File: src/rtl/alu_pkg.sv
`default_nettype none
// +--------------------------------------------------------------------+
// | alu_pkg : opcodes, FSM state type and flag indices for ALU issue.   |
// | Optional macro ALU_ISSUE_MULT_EN enables MULT/MULTU.  Rev 1.0       |
// +--------------------------------------------------------------------+
package alu_pkg;

    localparam logic [5:0] c_op_add   = 6'b000000;
    localparam logic [5:0] c_op_addi  = 6'b000001;
    localparam logic [5:0] c_op_mult  = 6'b000010;
    localparam logic [5:0] c_op_multu = 6'b000011;
    localparam logic [5:0] c_op_comp  = 6'b000100;
    localparam logic [5:0] c_op_compi = 6'b000101;
    localparam logic [5:0] c_op_and   = 6'b000110;
    localparam logic [5:0] c_op_xor   = 6'b000111;
    localparam logic [5:0] c_op_shll  = 6'b001000;
    localparam logic [5:0] c_op_shrl  = 6'b001001;
    localparam logic [5:0] c_op_shllv = 6'b001010;
    localparam logic [5:0] c_op_shrlv = 6'b001011;
    localparam logic [5:0] c_op_shra  = 6'b001100;
    localparam logic [5:0] c_op_shrav = 6'b001101;
    localparam logic [5:0] c_op_nop   = 6'b111111;

    localparam int c_flg_carry = 3;
    localparam int c_flg_zero  = 2;
    localparam int c_flg_sign  = 1;
    localparam int c_flg_ovf   = 0;

    typedef enum logic [1:0] {
        S_IDLE = 2'd0,
        S_EXEC = 2'd1,
        S_DONE = 2'd2
    } state_t;

    function automatic logic is_mult(input logic [5:0] op);
        return (op == c_op_mult) || (op == c_op_multu);
    endfunction

    function automatic logic is_legal(input logic [5:0] op);
`ifdef ALU_ISSUE_MULT_EN
        return op <= c_op_shrav;
`else
        return (op <= c_op_shrav) && !is_mult(op);
`endif
    endfunction

endpackage
`default_nettype wire

File: src/rtl/alu_operand_mux.sv
`default_nettype none
// +--------------------------------------------------------------------+
// | alu_operand_mux : selects the second ALU operand for a latched op.  |
// | Rev 1.0                                                            |
// +--------------------------------------------------------------------+
module alu_operand_mux
    import alu_pkg::*;
(
    input  logic [5:0]  i_op,
    input  logic [31:0] i_rt,
    input  logic [15:0] i_imm,
    input  logic [4:0]  i_shamt,
    output logic [31:0] o_inp2
);

    always_comb begin
        o_inp2 = i_rt;
        case (i_op)
            c_op_addi, c_op_compi:          o_inp2 = {{16{i_imm[15]}}, i_imm};
            c_op_shll, c_op_shrl, c_op_shra: o_inp2 = {27'd0, i_shamt};
            default:                        o_inp2 = i_rt;
        endcase
    end

endmodule
`default_nettype wire

File: src/rtl/alu_issue_ctrl.sv
`default_nettype none
// +--------------------------------------------------------------------+
// | alu_issue_ctrl : single-request ALU issue/writeback controller.     |
// | Optional macro ALU_ISSUE_MULT_EN adds MULT/MULTU and hi/lo. Rev 1.0 |
// +--------------------------------------------------------------------+
module alu_issue_ctrl
    import alu_pkg::*;
(
    input  logic        clk,
    input  logic        rst,
    input  logic        req_valid,
    output logic        req_ready,
    input  logic [5:0]  req_op,
    input  logic [31:0] req_rs,
    input  logic [31:0] req_rt,
    input  logic [15:0] req_imm,
    input  logic [4:0]  req_shamt,
    input  logic [4:0]  req_rd,
    output logic [5:0]  alu_opcode,
    output logic [31:0] alu_inp1,
    output logic [31:0] alu_inp2,
    input  logic [31:0] alu_out,
    input  logic [63:0] alu_mulout,
    input  logic        alu_carry,
    input  logic        alu_zero,
    input  logic        alu_sign,
    input  logic        alu_ovf,
    output logic        wb_valid,
    input  logic        wb_ready,
    output logic        wb_we,
    output logic [4:0]  wb_rd,
    output logic [31:0] wb_data,
    output logic [31:0] hi,
    output logic [31:0] lo,
    output logic [3:0]  flags,
    output logic        illegal
);

    state_t      r_state;
    state_t      w_next;
    logic        w_accept;
    logic        w_bad_req;
    logic [5:0]  r_op;
    logic [31:0] r_rs;
    logic [31:0] r_rt;
    logic [15:0] r_imm;
    logic [4:0]  r_shamt;
    logic [4:0]  r_rd;
    logic [31:0] r_wb_data;
    logic [3:0]  r_flags;
    logic        r_illegal;

    assign w_accept  = (r_state == S_IDLE) && req_valid && is_legal(req_op);
    assign w_bad_req = (r_state == S_IDLE) && req_valid && !is_legal(req_op);

    always_comb begin
        w_next = r_state;
        case (r_state)
            S_IDLE:  if (w_accept) w_next = S_EXEC;
            S_EXEC:  w_next = S_DONE;
            S_DONE:  if (wb_ready) w_next = S_IDLE;
            default: w_next = S_IDLE;
        endcase
    end

    always_ff @(posedge clk or negedge rst) begin
        if (!rst) begin
            r_state   <= S_IDLE;
            r_op      <= c_op_nop;
            r_rs      <= '0;
            r_rt      <= '0;
            r_imm     <= '0;
            r_shamt   <= '0;
            r_rd      <= '0;
            r_wb_data <= '0;
            r_flags   <= '0;
            r_illegal <= 1'b0;
        end else begin
            r_state   <= w_next;
            r_illegal <= w_bad_req;
            if (w_accept) begin
                r_op    <= req_op;
                r_rs    <= req_rs;
                r_rt    <= req_rt;
                r_imm   <= req_imm;
                r_shamt <= req_shamt;
                r_rd    <= req_rd;
            end
            if (r_state == S_EXEC) begin
                r_wb_data <= is_mult(r_op) ? 32'd0 : alu_out;
                r_flags   <= {alu_carry, alu_zero, alu_sign, alu_ovf};
            end
        end
    end

`ifdef ALU_ISSUE_MULT_EN
    logic [31:0] r_hi;
    logic [31:0] r_lo;

    always_ff @(posedge clk or negedge rst) begin
        if (!rst) begin
            r_hi <= '0;
            r_lo <= '0;
        end else if ((r_state == S_EXEC) && is_mult(r_op)) begin
            r_hi <= alu_mulout[63:32];
            r_lo <= alu_mulout[31:0];
        end
    end

    assign hi = r_hi;
    assign lo = r_lo;
`else
    // Product bus has no consumer when multiply support is compiled out.
    logic w_unused_mulout;
    assign w_unused_mulout = ^alu_mulout;
    assign hi = '0;
    assign lo = '0;
`endif

    alu_operand_mux u_operand_mux (
        .i_op    (r_op),
        .i_rt    (r_rt),
        .i_imm   (r_imm),
        .i_shamt (r_shamt),
        .o_inp2  (alu_inp2)
    );

    assign req_ready  = (r_state == S_IDLE);
    assign alu_opcode = (r_state == S_EXEC) ? r_op : c_op_nop;
    assign alu_inp1   = r_rs;
    assign wb_valid   = (r_state == S_DONE);
    assign wb_we      = (r_state == S_DONE) && !is_mult(r_op);
    assign wb_rd      = r_rd;
    assign wb_data    = r_wb_data;
    assign flags      = r_flags;
    assign illegal    = r_illegal;

endmodule
`default_nettype wire

File: config.mk
export PLATFORM = sky130hd
export DESIGN_NAME = alu_issue_ctrl
export DESIGN_NICKNAME = d
export VERILOG_FILES = /design/src/rtl/alu_pkg.sv /design/src/rtl/alu_operand_mux.sv /design/src/rtl/alu_issue_ctrl.sv
export SDC_FILE = /design/constraint.sdc
export NUM_CORES = 1
export LEC_CHECK = 0
export ABC_AREA = 1
export BUFFER_PORTS_ARGS = -buffer_cell sky130_fd_sc_hd__buf_2
export CORE_AREA = 3 3 147 149
export CTS_BUF_LIST = sky130_fd_sc_hd__clkbuf_8
export CTS_CLUSTER_DIAMETER = 100
export DETAILED_ROUTE_END_ITERATION = 8
export DIE_AREA = 0 0 150 152
export PLACE_DENSITY = 0.64
export SLEW_MARGIN = 25
export SYNTH_ARGS = -nofsm -noshare
export SYNTH_HDL_FRONTEND = slang
export SYNTH_SLANG_ARGS = --single-unit
File: constraint.sdc
create_clock -name clk -period 1.6 [get_ports clk]
set_input_delay 0 -clock clk [delete_from_list [all_inputs] [get_ports clk]]
set_output_delay 0 -clock clk [all_outputs]
set_load 0.1 [all_outputs]
==> flow_summary.toml <==
[status]
status = "complete, but fails checks"
violations = "setup timing"

[power]
ir_worst_vdd_uv = 1099
leakagePower_nw = 5.925
powerDensity_mw_per_mm2 = 1725
power_w = 0.01978

[detailed_routing]
finalWirelength_mm = 25.36
drtIter0Drc = 348
avgRoutedWirePerCell_um = 17.34
ant_nets = 0
firstDrtPassIters = 4
vias = 6960
drc = 0
viasPerCell = 4.761

[clock_tree]
clock-sinks = 135
h-tree-depth = 4
clockBufferDepth = 2
cts.clk_slew.worst_paths_ns = 0.08
cts_tree = "done"
cts-buffers-inserted = 17
clock_latency_ns = 0.44
cts_root_buf = "clkbuf_8"

[timing]
finalHoldViolCount = 0
worst_slew_margin_rel_pct = 64.87
worst_pin_slew_ns = 0.5269
fin_hold_ws_ns = 0.07350
slew_viol_final = 0
fmax_mhz = 530.2
fin_skew_ns = 0.009563
setup_viol_count_final = 37
rsz0062_at_grt = "true"
finalCritPeriodShare_pct = 117.9
layout_setup_ws_ns = -0.2862
min_period_ns = 1.886

[min_path]
hp-class = "in2reg"

[die]
die_x_um = 150
placement_rows = 52
pin_count = 379
die_y_um = 152
initial_core_util_pct = 31.61
dieArea_sq_mm = 0.02280
core_sq_mm = 0.02030

[synthesis]
syn_area_sq_mm = 0.006417
ys_seq_area_share_pct = 52.76
ys_types = 21
synth_area_leaders = "dfrtp_1 50%, nand2_1 18%, nand4_1 9.7%"
synthCells = 774
yosysWarnings = 0
syn_avg_cell_area_sq_um = 8.291
synth_seq_cells = 135
synth.top_cell.area_share_pct = 50.30
synth_top_area_cell = "dfrtp_1"

[worst_setup_path]
worstPathCellList = "inv_4 -> nor2_4 -> nand3_4 -> buf_12 -> nand3_1 -> nand3_2 -> buf_12"
start_kind = "flip-flop"
critPathCaptureType = "output pin"
critPathMaxFanout = 16
slowest_delay_ns = 0.56
crit_required_ns = 1.60
arrival_ns = 1.89
cp_num_buf_inv = 3
crit_family = "flip-flops"
crit_slowest_cell = "dfstp_2"
cp_common_cell = "buf_12"
criticalPathCategory = "reg2out"

[global_route]
overflow = 0
first_global_vias = 6813
grt.total_usage_pct = 20.00
grt_max_degree = 53
antenna_found_initial = 1
grt_first_pass_wirelength_mm = 36.22

[place]
dp_hpwl_mm = 14.34
gp_congestion = 0.7627
place_ws_ns = 0.03501
portBuffers = 250

[final_layout]
mostFrequentLayoutCell = "buf_2"
postLayoutCoreUtil_pct = 56.50
final_cell_mix = "208 x buf_2, 206 x nand2_1, 134 x dlygate4sd3_1"
area_growth_pct = 78.71
drive_gt1_share_pct = 41.23
layout.nets = 1380

[run]
drv_cap = 0
-- through the flow --
stage          instances  TNS [ns]  cell area (sq um)
2_1_floorplan        837   -0.2604               6837
3_3_place_gp        1261         0               8626
3_5_place_dp        1261         0               8626
4_1_cts             1436    -19.39              10690
5_1_grt             1462    -13.94              11470
6_report            1462    -7.973              11470
-- path summary, 6_finish.rpt --
kind | endpoint | cells after the start | startpoint | slack (ns)
max | alu_inp2[3] | 7 | r_op[3] | -0.29
min | alu_inp1[4] | 5 | req_op[5] | 0.07
max reg2reg | r_rt[24] | 8 | r_state[1] | -0.01
min reg2reg | flags[2] | 2 | flags[2] | 0.47
max in group asynchronous | r_op[3] | 3 | rst | 0.83
min in group asynchronous | r_rt[2] | 2 | rst | 0.10
-- worst min-delay path: cells and delay by family --
family	cells	cell delay (ns)
buffers and inverters	2	0.27
AND/OR/NAND/NOR	3	0.21
-- cell families (layout without fill, tap and decap cells) --
family                 count (synthesis)  count (layout)  synth area share, %
buffers and inverters                136             490                12.01
DFF                                  135             135                52.76
and+or+nand+nor                      500             500                34.98
other                                  1              65              0.05843
AOI/OAI and AO/OA                      2               2               0.1949
-- cells in the mapped netlist (all sizes together) --
cell type / number
nor3: 1
inv: 12
nand3: 73
dfstp: 6
dfrtp: 129
clkinv: 1
nand2: 316
clkbuf: 36
a21boi: 1
conb: 1
or2: 3
nand4: 100
nor2: 6
buf: 87
and2: 1
o21ai: 1
-- layout make-up --
| cell class | count | area, sq um |
|---|---|---|
| antenna | 1 | 2.502 |
| clock inverter | 12 | 155.1 |
| fill | 1751 | 8831 |
| tap | 270 | 337.8 |
| multi-input combinational | 566 | 3107 |
| clock buffer | 18 | 247.7 |
| sequential | 135 | 3387 |
| inverter | 13 | 60.06 |
| timing repair buffer | 447 | 4172 |
-- report_power, final --
group / internal (W) / switching [W] / leakage, nW
combinational: 0.00301 / 0.00894 / 4.06
sequential: 0.00428 / 0.000609 / 1.67
clock: 0.00156 / 0.00138 / 0.189
total: 0.00885 / 0.0109 / 5.92
-- sequential cells by signal, summed over array words and instances, names as in the netlist --
register  cells
r_state       2
r_imm        16
wb_data      32
flags         4
wb_rd         5
r_shamt       5
illegal       1
r_rt         32
alu_inp1     32
r_op          6
-- layer usage --
metal  part of all wire (%)  GRT usage [%]  wire (um)  up-vias
li1                       -              -          -     3247
met2                     53          35.28      13340      271
met1                     39          23.48       9888     3404
met5                      0              0          0        -
met3                    6.6          5.958       1682       38
met4                    1.7          5.534        442        0
-- repair_timing --
action / in CTS / in global routing
endpoints found under the hold margin: 260 / 0
setup endpoints to repair: 40 / 138
pin swaps: 3 / 6
gates resized for setup: 43 / 128
cloned: 4 / 16
hold buffers: 135 / 0
setup buffers: 7 / 9
No activity file was read; power rests on OpenSTA's default activity.
